===== config.mk =====
export PLATFORM = sky130hd
export DESIGN_NAME = texel_disassembler_flat
export DESIGN_NICKNAME = d
export VERILOG_FILES = /design/src/rtl/texel_disassembler_if.sv /design/src/rtl/texel_disassembler.sv /design/src/flat_wrapper.sv
export SDC_FILE = /design/constraint.sdc
export NUM_CORES = 1
export LEC_CHECK = 0
export CAP_MARGIN = 20
export CORE_ASPECT_RATIO = 1.25
export CORE_MARGIN = 2
export CORE_UTILIZATION = 30
export CTS_CLUSTER_SIZE = 8
export DETAILED_ROUTE_END_ITERATION = 10
export GPL_ROUTABILITY_DRIVEN = 0
export PLACE_DENSITY = 0.65
export SYNTH_ARGS = -nofsm -noshare
export SYNTH_HDL_FRONTEND = slang
export SYNTH_SLANG_ARGS = --single-unit

===== constraint.sdc =====
create_clock -name clk -period 2.45 [get_ports clk]
set_clock_uncertainty 0.15 [all_clocks]
set_input_delay 0.245 -clock clk [delete_from_list [all_inputs] [get_ports clk]]
set_output_delay 0.245 -clock clk [all_outputs]
set_load 0.02 [all_outputs]

===== src/rtl/texel_disassembler_if.sv =====
// Texel word protocol bus: texel record hand-off from the raster pipeline
// and the 32-bit push port into the AHB master write buffer.
interface texel_disassembler_if;
  logic [167:0] texel_buffer;
  logic         texel_ready;
  logic         texel_read;
  logic         ahb_buffer_full;
  logic         ahb_user_write_buffer;
  logic [31:0]  ahb_wbuffer;
  logic         busy;
  logic         frame_done;

  // Serializer side: consumes texel records, pushes words.
  modport master (
    input  texel_buffer,
    input  texel_ready,
    input  ahb_buffer_full,
    output texel_read,
    output ahb_user_write_buffer,
    output ahb_wbuffer,
    output busy,
    output frame_done
  );

  // Environment side: texel producer plus AHB write buffer.
  modport slave (
    output texel_buffer,
    output texel_ready,
    output ahb_buffer_full,
    input  texel_read,
    input  ahb_user_write_buffer,
    input  ahb_wbuffer,
    input  busy,
    input  frame_done
  );
endinterface


===== src/rtl/texel_disassembler.sv =====
// Texel disassembler: captures one 168-bit texel record and serializes it
// into a framed stream of 32-bit words (FRAME_START, 6 payload words LSW
// first with the last word zero-extended, FRAME_END) for the AHB write buffer.
module texel_disassembler #(
  parameter logic [31:0] FRAME_START = 32'd0,
  parameter logic [31:0] FRAME_END   = 32'd1
) (
  input  logic                  clk,
  input  logic                  n_rst,
  texel_disassembler_if.master  bus
);

  localparam int unsigned TEXEL_W   = 168;
  localparam int unsigned WORD_W    = 32;
  localparam int unsigned NUM_WORDS = (TEXEL_W + WORD_W - 1) / WORD_W;
  localparam logic [2:0]  LAST_IDX  = 3'(NUM_WORDS - 1);

  typedef enum logic [1:0] {
    IDLE,
    START,
    DATA,
    END
  } state_t;

  state_t               state;
  logic [2:0]           idx;
  logic [TEXEL_W-1:0]   hold;
  logic                 frame_done_q;
  logic                 push;
  logic                 accept;
  logic [WORD_W-1:0]    payload_word;

  // A word transfers on any edge where a frame is active and the buffer has room.
  always_comb begin
    push = (state != IDLE) && !bus.ahb_buffer_full;
  end

  // Records are only accepted from IDLE, and never while reset is held.
  always_comb begin
    accept = (state == IDLE) && bus.texel_ready && n_rst;
  end

  // Select the payload slice addressed by idx; the top slice carries only 8 live bits.
  always_comb begin
    payload_word = '0;
    case (idx)
      3'd0:    payload_word = hold[31:0];
      3'd1:    payload_word = hold[63:32];
      3'd2:    payload_word = hold[95:64];
      3'd3:    payload_word = hold[127:96];
      3'd4:    payload_word = hold[159:128];
      3'd5:    payload_word = {24'd0, hold[167:160]};
      default: payload_word = '0;
    endcase
  end

  // Drive the bus outputs from the registered state.
  always_comb begin
    bus.texel_read            = accept;
    bus.ahb_user_write_buffer = push;
    bus.busy                  = (state != IDLE);
    bus.frame_done            = frame_done_q;
    case (state)
      START:   bus.ahb_wbuffer = FRAME_START;
      DATA:    bus.ahb_wbuffer = payload_word;
      END:     bus.ahb_wbuffer = FRAME_END;
      default: bus.ahb_wbuffer = '0;
    endcase
  end

  // Frame sequencer: advances only on a transfer, so backpressure simply freezes it.
  always_ff @(posedge clk) begin
    if (!n_rst) begin
      state        <= IDLE;
      idx          <= '0;
      hold         <= '0;
      frame_done_q <= 1'b0;
    end else begin
      frame_done_q <= 1'b0;
      case (state)
        IDLE: begin
          if (accept) begin
            hold  <= bus.texel_buffer;
            idx   <= '0;
            state <= START;
          end
        end
        START: begin
          if (push) begin
            idx   <= '0;
            state <= DATA;
          end
        end
        DATA: begin
          if (push) begin
            if (idx == LAST_IDX) begin
              idx   <= '0;
              state <= END;
            end else begin
              idx <= idx + 3'd1;
            end
          end
        end
        END: begin
          if (push) begin
            frame_done_q <= 1'b1;
            state        <= IDLE;
          end
        end
        default: begin
          idx   <= '0;
          state <= IDLE;
        end
      endcase
    end
  end

endmodule


===== src/flat_wrapper.sv =====
// flat-port wrapper written by rule: the top's interface ports become plain ports
module texel_disassembler_flat 
#(
  parameter logic [31:0] FRAME_START = 32'd0,
  parameter logic [31:0] FRAME_END   = 32'd1
)
  (clk, n_rst, bus_texel_buffer, bus_texel_ready, bus_ahb_buffer_full, bus_texel_read, bus_ahb_user_write_buffer, bus_ahb_wbuffer, bus_busy, bus_frame_done);
  texel_disassembler_if bus_i ();
  input  logic clk;
  input  logic n_rst;
  input wire logic [$bits(bus_i.texel_buffer)-1:0] bus_texel_buffer;
  input wire logic [$bits(bus_i.texel_ready)-1:0] bus_texel_ready;
  input wire logic [$bits(bus_i.ahb_buffer_full)-1:0] bus_ahb_buffer_full;
  output wire logic [$bits(bus_i.texel_read)-1:0] bus_texel_read;
  output wire logic [$bits(bus_i.ahb_user_write_buffer)-1:0] bus_ahb_user_write_buffer;
  output wire logic [$bits(bus_i.ahb_wbuffer)-1:0] bus_ahb_wbuffer;
  output wire logic [$bits(bus_i.busy)-1:0] bus_busy;
  output wire logic [$bits(bus_i.frame_done)-1:0] bus_frame_done;
  assign bus_i.texel_buffer = bus_texel_buffer;
  assign bus_i.texel_ready = bus_texel_ready;
  assign bus_i.ahb_buffer_full = bus_ahb_buffer_full;
  assign bus_texel_read = bus_i.texel_read;
  assign bus_ahb_user_write_buffer = bus_i.ahb_user_write_buffer;
  assign bus_ahb_wbuffer = bus_i.ahb_wbuffer;
  assign bus_busy = bus_i.busy;
  assign bus_frame_done = bus_i.frame_done;
  texel_disassembler #(.FRAME_START(FRAME_START), .FRAME_END(FRAME_END)) u_core (.clk(clk), .n_rst(n_rst), .bus(bus_i));
endmodule

==> flow_summary.toml, run 1 <==
[worst_hold_path]
min_path_type = "in -> reg"
hold-path-endpoint = "u_core.hold[39]$_SDFFE_PN0P_"
hp-start = "n_rst"
min_delay_path_depth = 2

[placed_design]
detailedPlace.worstSlack_ns = 0.000387
io_buffers = 207
post-dp-hpwl_microns = 17600
placement.cell_area_sq_um = 10400
place.detailed.instances = 1479

[flow_run]
number_of_violations_of_the_max_capacitance_limit = 0

[yosys]
synth_seq_area_share = 0.439
synth.ff_latch_count = 174
synthesis.yosys.warnings = 0
synth_enable_flop_cells = 0
synthDominantAreaCellType = "sky130_fd_sc_hd__dfxtp_1"
syn-instance-count = 980
synth_flop_cell = "sky130_fd_sc_hd__dfxtp_1"
synth.avg_cell_area_sq_um = 8.09
yosys.cell_types.count = 41
syn-cell-area_sq_um = 7930
yosys-top-cells-area = "sky130_fd_sc_hd__dfxtp_1 (44%), sky130_fd_sc_hd__nand2_1 (18%), sky130_fd_sc_hd__a21boi_0 (16%)"
ys_async_sr_fraction = 0
synth.net_count = 1157
synth_top_area_frac = 0.439

[global_route]
met1_usage = 0.248
overflow = 0
first_global_vias = 7152
largest_net_degree_at_the_start_of_global_routing = 170
grt_pass1_wl_microns = 39700
grt.met2_usage = 0.290
grt_util_met3 = 0.0412
initial_antenna_violation_count = 5
track_usage = 0.185
globalRoute.busiestLayer = "met2"

[die]
design.core.area_sq_um = 26000
die-width_microns = 149
die_area_sq_um = 27800
die_h_microns = 186
std_cell_rows = 66
num_io_pins = 208
start_util = 0.305

[clock_network]
ctsHtreeMaxLevel = 4
clk_transition_reported_paths_ns = 0.07
cts_hold_buffers = 0
cts_sinks = 174
clk-insertion-delay-late_ns = 0.43
cts_max_path_buffers = 2
tritoncts = "yes"
root_buffer_cell = "sky130_fd_sc_hd__clkbuf_16"
cts_inserted_buffers = 17

[critical_path]
cp-start-kind = "flip-flop"
regToRegSetupSlack_ns = 0.40
regToRegStartpoint = "u_core.state[0]$_SDFFE_PN0P_"
path_max_fanout = 7
r2r_end = "u_core.idx[1]$_SDFFE_PN0P_"
worstPathArrival_ns = 2.09
timing.critical_path.to_type = "output port"
worstPathRequired_ns = 2.06
crit_type = "reg -> out"
worst-r2r-cell-count = 7

[finish]
fraction_of_the_core_area_covered_by_cells_at_the_end_of_the_flow = 0.438
final_nets = 1351
multi_input_comb_area_sq_um = 4230
final_cells = 1531
drive_above_1_share = 0.141
sequential_cell_area_sq_um = 3490
syn2layout_area_growth_pct = 43.6
postLayoutCellArea_sq_um = 11400
final.fill_count = 2619

[sta]
fin_setup_tns_ns = -0.0303
min_period_over_period = 1.01
grt_setup_unrepaired = "true"
timing_worst_slew_pin_value_ns = 0.665
slew_headroom = 0.557
hold_violations = 0
setup_viol = 1
report.final.slew_viol_count = 0
period_needed_ns = 2.48
fin_ws_ns = -0.0303
maxClockFrequency_ghz = 0.403

[detailed_routing]
drt_iter0_markers = 548
detail_route.first_pass.iterations = 5
dr_total_vias = 7461
post_drt_via_cell_ratio = 4.87
route.antenna.remaining_nets = 0
wire_per_inst_microns = 17.1
post-route-drc-count = 0
routed_wirelength_microns = 26100

[pwr]
p_leak_nw = 4.17
vdd_ir_drop_max_v = 0.000416
power-per-cell-area_nw_per_um2 = 768

[outcome]
run_status = "complete, but fails checks"
violations = "setup timing"
## layout by cell type, fill, tap and decap left out, drive strengths merged, types with 21 or more instances in the layout
cell,n
nand2,372
clkdlybuf4s50,174
dfxtp,174
a21boi,169
buf,86
nor2,30
mux2i,27
a222oi,26
o22ai,26
clkbuf,21
## cell usage after synthesis, drive strengths merged, types with 2 or more instances
master	count
mux2i	27
nand2	372
nor3	3
ha	5
buf	48
o22ai	26
a22oi	8
dfxtp	174
nor2b	6
a21boi	169
nand2b	2
inv	4
and2	2
a31oi	2
clkbuf	39
o21ai	5
nor2	30
nand3	3
a21oi	6
a222oi	26
o221a	4
and3	6
## final cells by class
type,instances,share of cell area
clock inverters,11,0.00934
inverters,5,0.00165
repair buffers,262,0.233
clock buffers,21,0.0404
multi-input cells,714,0.371
well taps,340,0.0374
diodes,4,0.000879
flip-flops and latches,174,0.306
## critical path, cell delays in order (launching register included)
cell                       delay (ns)
sky130_fd_sc_hd__dfxtp_4         0.41
sky130_fd_sc_hd__buf_12          0.12
sky130_fd_sc_hd__buf_16          0.13
sky130_fd_sc_hd__buf_6           0.10
sky130_fd_sc_hd__mux2i_2         0.20
sky130_fd_sc_hd__o22ai_2         0.11
sky130_fd_sc_hd__a222oi_1        0.33
sky130_fd_sc_hd__nor2_1          0.08
sky130_fd_sc_hd__buf_4           0.17
## how the worst max path moves through the flow
stage                          startpoint                   to  depth (start not counted)
4_1_cts        u_core.idx[1]$_SDFFE_PN0P_  bus_ahb_wbuffer[23]                          8
5_1_grt        u_core.idx[1]$_SDFFE_PN0P_  bus_ahb_wbuffer[23]                          8
2_1_floorplan  u_core.idx[1]$_SDFFE_PN0P_   bus_ahb_wbuffer[6]                         10
3_3_place_gp   u_core.idx[1]$_SDFFE_PN0P_  bus_ahb_wbuffer[11]                          7
3_5_place_dp   u_core.idx[0]$_SDFFE_PN0P_  bus_ahb_wbuffer[30]                          7
6_report       u_core.idx[1]$_SDFFE_PN0P_  bus_ahb_wbuffer[23]                          8
## state kept, by name, summed over array words and instances, names as in the netlist
signal	count
u_core.state	2
u_core.hold	168
u_core.bus.frame_done	1
u_core.idx	3
## metrics by stage
| stage | power, mW | hold slack (ns) |
|---|---|---|
| 6_report | 8.75 | 0.0206 |
| 5_1_grt | 9.25 | 0.00401 |
| 4_1_cts | 8.75 | 0.00512 |
| 3_5_place_dp | 6.08 | 0.305 |
| 3_3_place_gp | 6.04 | 0.300 |
| 2_1_floorplan | 5.09 | 0.240 |
## where the power goes
group / internal, mW / total, mW / switching, mW / leakage, nW
sequential: 3.33 / 3.63 / 0.294 / 1.43
clock: 1.46 / 2.62 / 1.16 / 0.267
combinational: 1.08 / 2.49 / 1.42 / 2.47
## what timing repair did
action / 4_1_cts / 5_1_grt
endpoints found under the setup margin: 33 / 30
buffers inserted: 10 / 1
gates cloned: 5 / 0
pin swaps: 16 / 24
hold endpoints to repair: 0 / 0
resized for setup: 144 / 48
## logic make-up (layout without fill, tap and decap cells)
group           Yosys count  count (layout)  share of synthesized area
compound gates          254             254                      0.246
buf+inv                  92             299                     0.0567
other cells               0               4                          0
simple gates            427             427                      0.213
fa+ha+maj                 5               5                    0.00789
flops                   174             174                      0.439
mux                      28              28                     0.0369
## layer usage
metal / routed length [microns] / vias to the layer above
met5: 23 / -
met4: 595 / 4
met3: 1670 / 32
met2: 12100 / 240
met1: 11700 / 3473
li1: - / 3712
Power figures use the tool's default switching activity.
==> inputs of run 2 (changes only) <==
- clock period: 2.45 -> 2.8 ns (I/O delays scaled with it)
==> flow_summary.toml, run 2 (synthesis gave the netlist of run 1 again) <==
[outcome]
run_status = "finished, final reports clean"

[placed_design]
io_buffers = 207
post-dp-hpwl_microns = 17800
place.detailed.instances = 1462
detailedPlace.worstSlack_ns = 0.281
placement.cell_area_sq_um = 10300

[clock_network]
clk_transition_reported_paths_ns = 0.07
cts_sinks = 174
ctsHtreeMaxLevel = 4
cts_max_path_buffers = 2
tritoncts = "yes"
root_buffer_cell = "sky130_fd_sc_hd__clkbuf_16"
cts_inserted_buffers = 17
clk-insertion-delay-late_ns = 0.42
post-cts-setup-buffer-count = 0

[critical_path]
path_max_fanout = 32
r2r_end = "u_core.hold[23]$_SDFFE_PN0P_"
worstPathArrival_ns = 2.26
cp-start-kind = "flip-flop"
worst-r2r-cell-count = 6
regToRegStartpoint = "u_core.state[0]$_SDFFE_PN0P_"
crit_type = "reg -> out"
timing.critical_path.max_delay_family = "buffers and inverters"
cp_slowest_stage_delay_ns = 0.42
timing.critical_path.to_type = "output port"
critical_path.cell_chain = "and2_1 > ha_1 > buf_12 > a222oi_1 > nor2_1 > dlygate4sd2_1"
regToRegSetupSlack_ns = 0.72
worstPathRequired_ns = 2.37
slowest_stage = "sky130_fd_sc_hd__a222oi_1"
critical_path_buf_inv_count = 2

[sta]
report.final.slew_viol_count = 0
maxClockFrequency_ghz = 0.372
fin_ws_ns = 0.111
fin_setup_tns_ns = 0
hold_violations = 0
slew_headroom = 0.549
min_period_over_period = 0.960
grt_setup_unrepaired = "false"
timing_worst_slew_pin_value_ns = 0.676
hold-worst-slack_ns = 0.0421
setup_viol = 0
period_needed_ns = 2.69

[detailed_routing]
post_drt_via_cell_ratio = 4.85
drt_iter0_markers = 526
route.antenna.remaining_nets = 0
detail_route.first_pass.iterations = 7
post-route-drc-count = 0
dr_total_vias = 7261
routed_wirelength_microns = 24800
wire_per_inst_microns = 16.6

[worst_hold_path]
hp-start = "n_rst"
hold-path-endpoint = "u_core.hold[35]$_SDFFE_PN0P_"
min_delay_path_depth = 2
min_path_type = "in -> reg"

[die]
die_h_microns = 186
num_io_pins = 208
die_area_sq_um = 27800
start_util = 0.305
design.core.area_sq_um = 26000
die-width_microns = 149
std_cell_rows = 66

[global_route]
grt_pass1_wl_microns = 37500
largest_net_degree_at_the_start_of_global_routing = 175
overflow = 0
first_global_vias = 6807
initial_antenna_violation_count = 1
track_usage = 0.176

[pwr]
power-per-cell-area_nw_per_um2 = 699
finalPower_mw = 7.61
vdd_ir_drop_max_v = 0.000346
p_leak_nw = 4.04

[finish]
largest_register_ffs = 168
layout_commonest_cell = "sky130_fd_sc_hd__nand2_1"
layout_top_registers = "u_core.hold (168), u_core.idx (3), u_core.state (2)"
final_cells = 1496
fraction_of_the_core_area_covered_by_cells_at_the_end_of_the_flow = 0.419
syn2layout_area_growth_pct = 37.4
layout_common_cells = "sky130_fd_sc_hd__nand2_1 (370), sky130_fd_sc_hd__clkdlybuf4s50_1 (174), sky130_fd_sc_hd__dfxtp_1 (172), sky130_fd_sc_hd__a21boi_0 (169), sky130_fd_sc_hd__dlygate4sd2_1 (31)"
drive_above_1_share = 0.0641
largest_register = "u_core.hold"
final_nets = 1319
postLayoutCellArea_sq_um = 10900

[flow_run]
number_of_violations_of_the_max_capacitance_limit = 0
==> run 2: changes by cell type in the layout (fill, tap and decap cells not counted), sizes merged <==
| cell | delta |
|---|---|
| buf | -63 |
| dlygate4sd2 | +31 |
| clkinv | +3 |
| diode | -3 |
| clkbuf | -2 |
| clkinvlp | -2 |
| bufinv | +1 |
| clkdlybuf4s15 | -1 |
| dlymetal6s2s | +1 |
==> run 2: report_power, final <==
part | internal (mW) | switching (mW)
sequential | 2.92 | 0.266
clock | 1.34 | 1.04
combinational | 0.850 | 1.20
total | 5.11 | 2.50
==> run 2: worst max path at each step <==
stage                               start             endpoint  slack [ns]  cells past startpoint
2_1_floorplan  u_core.idx[1]$_SDFFE_PN0P_   bus_ahb_wbuffer[0]        0.28                      9
3_3_place_gp   u_core.idx[1]$_SDFFE_PN0P_  bus_ahb_wbuffer[23]        0.33                      6
3_5_place_dp   u_core.idx[1]$_SDFFE_PN0P_   bus_ahb_wbuffer[6]        0.28                      6
4_1_cts        u_core.idx[1]$_SDFFE_PN0P_   bus_ahb_wbuffer[5]       -0.10                      6
5_1_grt        u_core.idx[0]$_SDFFE_PN0P_  bus_ahb_wbuffer[31]       0.004                      6
6_report       u_core.idx[1]$_SDFFE_PN0P_  bus_ahb_wbuffer[31]        0.11                      6
==> run 2: routing by layer <==
layer | global-route usage | vias to the layer above | part of all wire
met2 | 0.266 | 202 | 0.45
met5 | 0 | - | 0
met4 | 0.0602 | 0 | 0.017
met3 | 0.0284 | 27 | 0.049
met1 | 0.253 | 3381 | 0.48
li1 | - | 3651 | -
==> run 2: area by class of cell <==
type                            count  area, sq um
Fill cell                        2669        15100
Antenna cell                        1         2.50
Clock buffer                       19          443
Sequential cell                   174         3490
Tap cell                          340          425
Multi-Input combinational cell    714         4030
Inverter                            5         18.8
Clock inverter                     13          139
Timing Repair Buffer              230         2350
==> run 2: what timing repair did <==
| action | in CTS | in global routing |
|---|---|---|
| cloned | 1 | 0 |
| pin swaps | 2 | 0 |
| gates resized for setup | 38 | 2 |
| hold buffers | 0 | 0 |
| setup endpoints to repair | 32 | 1 |
